--- src/rtl/mem_port_arbiter_if.sv ---
// Fetch, load/store and memory-port signals shared by the memory port arbiter.
// The slave modport is the arbiter's view; master is the surrounding pipeline and memory.
interface mem_port_arbiter_if;
  logic        if_req;
  logic [31:0] if_addr;
  logic        if_ready;
  logic        if_rvalid;
  logic [31:0] if_rdata;

  logic        d_req;
  logic        d_we;
  logic [31:0] d_addr;
  logic [31:0] d_wdata;
  logic [3:0]  d_wstrb;
  logic        d_ready;
  logic        d_rvalid;
  logic [31:0] d_rdata;

  logic        m_req;
  logic        m_we;
  logic [31:0] m_addr;
  logic [31:0] m_wdata;
  logic [3:0]  m_wstrb;
  logic        m_ready;
  logic        m_rvalid;
  logic [31:0] m_rdata;

  modport slave (
    input  if_req, if_addr, d_req, d_we, d_addr, d_wdata, d_wstrb,
           m_ready, m_rvalid, m_rdata,
    output if_ready, if_rvalid, if_rdata, d_ready, d_rvalid, d_rdata,
           m_req, m_we, m_addr, m_wdata, m_wstrb
  );

  modport master (
    output if_req, if_addr, d_req, d_we, d_addr, d_wdata, d_wstrb,
           m_ready, m_rvalid, m_rdata,
    input  if_ready, if_rvalid, if_rdata, d_ready, d_rvalid, d_rdata,
           m_req, m_we, m_addr, m_wdata, m_wstrb
  );
endinterface

--- src/rtl/mem_port_arbiter.sv ---
// Shares one single-port memory between fetch and load/store, one transaction in flight, data first.
// Define MEM_ARB_FAIRNESS_EN to force a fetch grant after MAX_DATA_STREAK data grants while fetch waits.
module mem_port_arbiter #(
  parameter int unsigned MAX_DATA_STREAK = 4
) (
  input  logic              clk,
  input  logic              reset,
  mem_port_arbiter_if.slave bus,
  output logic              busy,
  output logic              protocol_err
);
  typedef enum logic [1:0] {IDLE, ISSUE, WAIT} state_t;

  state_t      r_state;
  logic        r_owner_d;
  logic        r_m_req;
  logic        r_m_we;
  logic [31:0] r_m_addr;
  logic [31:0] r_m_wdata;
  logic [3:0]  r_m_wstrb;
  logic        r_if_rvalid;
  logic        r_d_rvalid;
  logic [31:0] r_if_rdata;
  logic [31:0] r_d_rdata;
  logic        r_err;

  logic w_arb;
  logic w_force_f;
  logic w_gnt_d;
  logic w_gnt_f;
  logic w_accept;

  // A new grant may be made while idle or in the very cycle the previous response lands.
  assign w_arb = (r_state == IDLE) || ((r_state == WAIT) && bus.m_rvalid);

`ifdef MEM_ARB_FAIRNESS_EN
  logic [3:0] r_streak;

  assign w_force_f = bus.if_req && (r_streak == 4'(MAX_DATA_STREAK));

  always_ff @(posedge clk) begin
    if (reset) begin
      r_streak <= '0;
    end else if (w_arb && w_gnt_d) begin
      r_streak <= bus.if_req ? r_streak + 4'd1 : 4'd0;
    end else if (w_arb && w_gnt_f) begin
      r_streak <= '0;
    end
  end
`else
  assign w_force_f = 1'b0;
`endif

  assign w_gnt_d  = bus.d_req && !w_force_f;
  assign w_gnt_f  = bus.if_req && !w_gnt_d;
  assign w_accept = (r_state == ISSUE) && bus.m_ready;

  always_ff @(posedge clk) begin
    if (reset) begin
      r_state     <= IDLE;
      r_owner_d   <= 1'b0;
      r_m_req     <= 1'b0;
      r_m_we      <= 1'b0;
      r_m_addr    <= '0;
      r_m_wdata   <= '0;
      r_m_wstrb   <= '0;
      r_if_rvalid <= 1'b0;
      r_d_rvalid  <= 1'b0;
      r_if_rdata  <= '0;
      r_d_rdata   <= '0;
      r_err       <= 1'b0;
    end else begin
      r_if_rvalid <= 1'b0;
      r_d_rvalid  <= 1'b0;
      if (bus.m_rvalid && (r_state != WAIT)) begin
        r_err <= 1'b1;
      end
      case (r_state)
        ISSUE: begin
          if (bus.m_ready) begin
            r_state <= WAIT;
            r_m_req <= 1'b0;
          end
        end
        WAIT: begin
          if (bus.m_rvalid) begin
            if (r_owner_d) begin
              r_d_rvalid <= 1'b1;
              r_d_rdata  <= bus.m_rdata;
            end else begin
              r_if_rvalid <= 1'b1;
              r_if_rdata  <= bus.m_rdata;
            end
          end
        end
        default: ;
      endcase
      // Arbitration overrides the WAIT hold above so a response and the next grant share a cycle.
      if (w_arb) begin
        if (w_gnt_d || w_gnt_f) begin
          r_state   <= ISSUE;
          r_m_req   <= 1'b1;
          r_owner_d <= w_gnt_d;
          r_m_we    <= w_gnt_d && bus.d_we;
          r_m_addr  <= w_gnt_d ? bus.d_addr : bus.if_addr;
          r_m_wdata <= (w_gnt_d && bus.d_we) ? bus.d_wdata : 32'h0;
          r_m_wstrb <= (w_gnt_d && bus.d_we) ? bus.d_wstrb : 4'h0;
        end else begin
          r_state <= IDLE;
        end
      end
    end
  end

  assign bus.m_req     = r_m_req;
  assign bus.m_we      = r_m_we;
  assign bus.m_addr    = r_m_addr;
  assign bus.m_wdata   = r_m_wdata;
  assign bus.m_wstrb   = r_m_wstrb;
  assign bus.if_ready  = w_accept && !r_owner_d;
  assign bus.d_ready   = w_accept && r_owner_d;
  assign bus.if_rvalid = r_if_rvalid;
  assign bus.if_rdata  = r_if_rdata;
  assign bus.d_rvalid  = r_d_rvalid;
  assign bus.d_rdata   = r_d_rdata;
  assign busy          = (r_state != IDLE);
  assign protocol_err  = r_err;
endmodule

--- src/flat_wrapper.sv ---
// flat-port wrapper written by rule: the top's interface ports become plain ports
module mem_port_arbiter_flat 
#(
  parameter int unsigned MAX_DATA_STREAK = 4
)
  (clk, reset, busy, protocol_err, bus_if_req, bus_if_addr, bus_d_req, bus_d_we, bus_d_addr, bus_d_wdata, bus_d_wstrb, bus_m_ready, bus_m_rvalid, bus_m_rdata, bus_if_ready, bus_if_rvalid, bus_if_rdata, bus_d_ready, bus_d_rvalid, bus_d_rdata, bus_m_req, bus_m_we, bus_m_addr, bus_m_wdata, bus_m_wstrb);
  mem_port_arbiter_if bus_i ();
  input  logic clk;
  input  logic reset;
  output logic busy;
  output logic protocol_err;
  input wire logic [$bits(bus_i.if_req)-1:0] bus_if_req;
  input wire logic [$bits(bus_i.if_addr)-1:0] bus_if_addr;
  input wire logic [$bits(bus_i.d_req)-1:0] bus_d_req;
  input wire logic [$bits(bus_i.d_we)-1:0] bus_d_we;
  input wire logic [$bits(bus_i.d_addr)-1:0] bus_d_addr;
  input wire logic [$bits(bus_i.d_wdata)-1:0] bus_d_wdata;
  input wire logic [$bits(bus_i.d_wstrb)-1:0] bus_d_wstrb;
  input wire logic [$bits(bus_i.m_ready)-1:0] bus_m_ready;
  input wire logic [$bits(bus_i.m_rvalid)-1:0] bus_m_rvalid;
  input wire logic [$bits(bus_i.m_rdata)-1:0] bus_m_rdata;
  output wire logic [$bits(bus_i.if_ready)-1:0] bus_if_ready;
  output wire logic [$bits(bus_i.if_rvalid)-1:0] bus_if_rvalid;
  output wire logic [$bits(bus_i.if_rdata)-1:0] bus_if_rdata;
  output wire logic [$bits(bus_i.d_ready)-1:0] bus_d_ready;
  output wire logic [$bits(bus_i.d_rvalid)-1:0] bus_d_rvalid;
  output wire logic [$bits(bus_i.d_rdata)-1:0] bus_d_rdata;
  output wire logic [$bits(bus_i.m_req)-1:0] bus_m_req;
  output wire logic [$bits(bus_i.m_we)-1:0] bus_m_we;
  output wire logic [$bits(bus_i.m_addr)-1:0] bus_m_addr;
  output wire logic [$bits(bus_i.m_wdata)-1:0] bus_m_wdata;
  output wire logic [$bits(bus_i.m_wstrb)-1:0] bus_m_wstrb;
  assign bus_i.if_req = bus_if_req;
  assign bus_i.if_addr = bus_if_addr;
  assign bus_i.d_req = bus_d_req;
  assign bus_i.d_we = bus_d_we;
  assign bus_i.d_addr = bus_d_addr;
  assign bus_i.d_wdata = bus_d_wdata;
  assign bus_i.d_wstrb = bus_d_wstrb;
  assign bus_i.m_ready = bus_m_ready;
  assign bus_i.m_rvalid = bus_m_rvalid;
  assign bus_i.m_rdata = bus_m_rdata;
  assign bus_if_ready = bus_i.if_ready;
  assign bus_if_rvalid = bus_i.if_rvalid;
  assign bus_if_rdata = bus_i.if_rdata;
  assign bus_d_ready = bus_i.d_ready;
  assign bus_d_rvalid = bus_i.d_rvalid;
  assign bus_d_rdata = bus_i.d_rdata;
  assign bus_m_req = bus_i.m_req;
  assign bus_m_we = bus_i.m_we;
  assign bus_m_addr = bus_i.m_addr;
  assign bus_m_wdata = bus_i.m_wdata;
  assign bus_m_wstrb = bus_i.m_wstrb;
  mem_port_arbiter #(.MAX_DATA_STREAK(MAX_DATA_STREAK)) u_core (.clk(clk), .reset(reset), .bus(bus_i), .busy(busy), .protocol_err(protocol_err));
endmodule
--- config.mk ---
export PLATFORM = sky130hd
export DESIGN_NAME = mem_port_arbiter_flat
export DESIGN_NICKNAME = d
export VERILOG_FILES = /design/src/rtl/mem_port_arbiter_if.sv /design/src/rtl/mem_port_arbiter.sv /design/src/flat_wrapper.sv
export SDC_FILE = /design/constraint.sdc
export NUM_CORES = 1
export LEC_CHECK = 0
export CAP_MARGIN = 10
export CORE_MARGIN = 2
export CORE_UTILIZATION = 43
export DETAILED_ROUTE_END_ITERATION = 7
export PLACE_DENSITY = 0.87
export SYNTH_ARGS = -nofsm -noshare
export SYNTH_HDL_FRONTEND = slang
export SYNTH_SLANG_ARGS = --single-unit
--- constraint.sdc ---
create_clock -name clk -period 2.45 [get_ports clk]
set_clock_uncertainty 0.15 [all_clocks]
set_input_delay 0.49 -clock clk [delete_from_list [all_inputs] [get_ports clk]]
set_output_delay 0.49 -clock clk [all_outputs]
set_load 0.03 [all_outputs]
-- Yosys cells after proc, flatten, opt, wreduce, memory -nomap -nowiden
Index checks and enable logic that the tools add are counted.
Widths: inputs -> output; s select.
- flip-flop bits (word level): 140
- bits in latches: 0
- bits in writable memories: 0
- bits in read-only memories: 0
- input port bits: 139
- output and inout bits: 140
- logic and storage cells: 51
- memories kept: 0
- add/sub/neg operators: 0
- multiply operators: 0
- divide/modulo/power cells: 0
- order comparisons: 0
- equal/unequal tests: 3
- shift-type cells: 0
- muxes and demuxes: 13
- bitwise gates (word level): 3
- reductions and logical operators: 20
- operators with widths (kind ; number):
    $mux 32 ; 2
    $logic_and 1x1->1 ; 7
    $mux 1 ; 7
    $mux 2 ; 3
    $reduce_and 3->1 ; 2
    $reduce_bool 2->1 ; 3
    $mux 4 ; 1
    $reduce_and 2->1 ; 2
    $not 1->1 ; 3
    $reduce_or 3->1 ; 1
    $eq 2x1->1 const B ; 1
    $eq 2x2->1 const B ; 1
    $logic_not 1->1 ; 2
    $logic_not 2->1 ; 1
    $logic_or 1x1->1 ; 2
    $ne 2x2->1 const B ; 1

-- Longest topological paths before layout
- depth after elaboration: 5
- depth in mapped cells: 6
- mapped depth without buffers: 3

-- Least setup slack after synthesis
No wires, ideal clock.
- kind: reg2out
- start: register u_core.r_state[0]
- end: output bus_d_ready
- arrival: 1.625 ns
- data required time: 1.810 ns
- path slack: 0.185 ns
- cell stages (with the launch flop): 5
- buffers on the path: 2
- cells stage by stage: dfxtp_1 > buf_2 > clkbuf_1 > nand2_1 > nor3b_1
- word-level cells in the longest chain between the ends: 3
- ends and longest elaborated chain (item ; line ; source):
    from (decl) ; mem_port_arbiter.sv:14 ; state_t r_state;
    from (signal assigned) ; mem_port_arbiter.sv:60 ; r_state <= IDLE;
    from (signal assigned) ; mem_port_arbiter.sv:81 ; r_state <= WAIT;
    from (signal assigned) ; mem_port_arbiter.sv:101 ; r_state <= ISSUE;
    $eq 2x1->1 ; mem_port_arbiter.sv:56 ; assign w_accept = (r_state == ISSUE) && bus.m_ready;
    $logic_and 1x1->1 ; mem_port_arbiter.sv:56 ;
    $logic_and 1x1->1 ; mem_port_arbiter.sv:121 ; assign bus.d_ready = w_accept && r_owner_d;
    to (decl) ; flat_wrapper.sv:25 ; output wire logic [$bits(bus_i.d_ready)-1:0] bus_d_ready;
Every way passes these cells.

-- Final worst setup path
- start: input bus_m_ready
- end: output bus_if_ready
- word-level cells in the longest chain between the ends: 2
- ends and longest elaborated chain (item ; line ; source):
    from (decl) ; flat_wrapper.sv:19 ; input wire logic [$bits(bus_i.m_ready)-1:0] bus_m_ready;
    $logic_and 1x1->1 ; mem_port_arbiter.sv:56 ;
    $logic_and 1x1->1 ; mem_port_arbiter.sv:120 ; assign bus.if_ready = w_accept && !r_owner_d;
    to (decl) ; flat_wrapper.sv:22 ; output wire logic [$bits(bus_i.if_ready)-1:0] bus_if_ready;
Every way passes these cells.

==> metrics.cfg <==
[routing]
drt-pass1-iter-count=5
drc_errors=0
vias_per_cell=5.35
route.vias.total=5486
drt_iter0_drc=439
ant_nets=0
totalWireLength_um=17300
wl_per_cell_um=16.9

[floorplan]
core_sq_um=12100
die_h_um=116
initial_core_util=0.443
chipWidth_um=116
pin_count=279
die_area_sq_um=13400
num_rows=40

[grt]
grt_usage=0.253
grt_start_max_net_pins=80
grt_pass1_vias=5456
grt_overflow_total=0
grt_antenna_before_repair=0
grt_pass1_wl_um=26900

[worst_setup_path]
ff2ff_path_depth=4
cp_data_required_time_ns=1.81
r2r_setup_slack_ns=0.37
r2r_end=u_core.bus.m_addr[24]$_SDFFE_PP0P_
arrival_ns=1.52
critPathMaxFanout=4
crit_type=in -> out
critPathLaunchType=primary input
cp-end-kind=output port
r2r-start=u_core.r_state[1]$_SDFFE_PP0P_

[sta]
timing.final.crit_share=0.881
finalSetupViolCount=0
final-hold-violation-count=0
tns_ns=0
fmax_mhz=463
fin_crit_ns=2.16
max-slew-margin-rel=0.516
holdWs_ns=0.304
slew_violations=0
tightestPinTransition_ns=0.722
rsz0062_at_grt=false

[synthesis]
synth_area_sq_um=5370
yosysWarnings=0
yosys.area_share.adder=0
synth.yosys.seq_area_share=0.522
synth_top_family_by_area=simple AND/OR/NAND/NOR gates
synth_compound_area_frac=0.170
synth-simple-area-share=0.182
syn-num-nets=731
synth.distinct_cells=30
yosys.area_share.xor_xnor=0
synthMuxAreaShare=0.0671
ys_ff_latch=140
syn_area_per_cell_sq_um=9.06
synthCells=592

[power]
power.internal_mw=4.29
switching_share=0.260
irDropWorstVdd_v=0.000419
pwr-share-comb=0.187
power.leakage_nw=3.14
switchingPower_mw=1.50
total_power_mw=5.79
clkPwrFrac=0.389
power_density_nw_per_um2=655
p_seq_frac=0.424

[final_layout]
syn2layout_area_growth_pct=64.6
final_common_cell=clkdlybuf4s50_1
drive_above_1_share=0.101
utilization=0.729
antenna_cells=0
fin_cells=1026
layout_common_cells=clkdlybuf4s50_1 (274), dfxtp_1 (140), nand2_1 (130)
final_nets=984

[clock_network]
path_clk_slew_ns=0.06
htreeDepth=4
cts_resized=0
cts_tree=done
cts_root_buf=clkbuf_16
clockBufferDepth=2
postCtsHoldBufs=0
post_cts.repair.setup_buffers=0
cts_buffers=17
worstSkewPairLatency_ns=0.41
cts.sinks=140

[hold_path]
whs_path_depth=1
hold_path.class=reg -> reg
whs_endpoint=u_core.bus.m_we$_SDFFE_PP0P_
hp-start=u_core.bus.m_we$_SDFFE_PP0P_

[place]
dp_hpwl_um=12300
port_buffers=278
place_congestion=0.825
dp.cells=993

[run_status]
status=finished, final reports clean

[job]
maxCapViolCount=0

-- how the worst max path moves through the flow --
| stage | start | endpoint | slack (ns) | cells after the start |
|---|---|---|---|---|
| floorplan | u_core.r_state[0]$_SDFFE_PP0P_ | bus_d_ready | 0.19 | 4 |
| global placement | bus_d_req | u_core.bus.m_addr[10]$_SDFFE_PP0P_ | 0.05 | 4 |
| detailed placement | bus_d_req | u_core.bus.m_addr[30]$_SDFFE_PP0P_ | -0.006 | 4 |
| CTS | u_core.r_state[0]$_SDFFE_PP0P_ | busy | 0.27 | 3 |
| global route | u_core.r_state[0]$_SDFFE_PP0P_ | bus_if_ready | 0.14 | 3 |
| finish | bus_m_ready | bus_if_ready | 0.29 | 4 |
-- layer usage --
layer / track usage / wire [um] / part of all wire / up-vias
met1: 0.291 / 6900 / 0.40 / 2576
met3: 0.0622 / 1080 / 0.062 / 51
li1: - / - / - / 2608
met4: 0.128 / 633 / 0.037 / 0
met2: 0.439 / 8720 / 0.50 / 251
met5: 0 / 0 / 0 / -
-- layout make-up --
class / instances / area (sq um)
clock buffer: 25 / 485
clock inverter: 7 / 40.0
fill: 859 / 3280
inverter: 4 / 15.0
multi-input combinational: 387 / 2270
sequential: 140 / 2800
tap: 168 / 210
timing repair buffer: 295 / 3010
-- per-stage QoR --
step	setup slack (ns)	area, sq um
after floorplan	0.185	5370
after global placement	0.0475	8290
after detailed placement	-0.00616	8290
after CTS	0.272	8820
after global routing	0.138	8830
final	0.291	8830
-- synth_stat cells, drive strengths merged --
library cell,number,area [sq um]
nor3b,1,7.51
o21ai,3,15.0
a21o,1,7.51
inv,4,15.0
nor4,33,221
a21oi,69,345
nand2b,2,12.5
nor4bb,1,10.0
nor2,4,15.0
nand3,2,10.0
nand4b,1,8.76
mux2,32,360
nor2b,1,6.26
nand2,130,488
a22o,36,315
dfxtp,140,2800
o31ai,1,7.51
nand4bb,1,11.3
or2,2,12.5
a31oi,33,221
nor3,33,165
and4b,1,10.0
buf,27,170
clkbuf,34,128
-- state kept, by name, indices dropped and copies added (netlist names), 2 cells and up --
name / cells
u_core.bus.m_addr: 32
u_core.bus.if_rdata: 32
u_core.bus.m_wstrb: 4
u_core.bus.d_rdata: 32
u_core.r_state: 2
u_core.bus.m_wdata: 32
-- cells by family after synthesis --
group / count (synthesis)
multiplexers: 32
AND/OR/NAND/NOR: 212
flip-flops: 140
buffers and inverters: 65
AO/OA/AOI/OAI: 143
-- power by group through the flow --
stage	sequential [mW]	clock (mW)	combinational, mW
finish	2.46	2.25	1.08
global route	2.47	2.39	1.14
CTS	2.45	2.28	1.08
detailed placement	2.50	0	1.07
global placement	2.49	0	1.04
floorplan	2.68	0	0.351
-- critical path: stages --
cell and delay (ns):
clkdlybuf4s50_1 0.50, nand2_1 0.11, nor3_1 0.21, buf_4 0.20
Note: power is estimated with default switching activity, not from simulation.
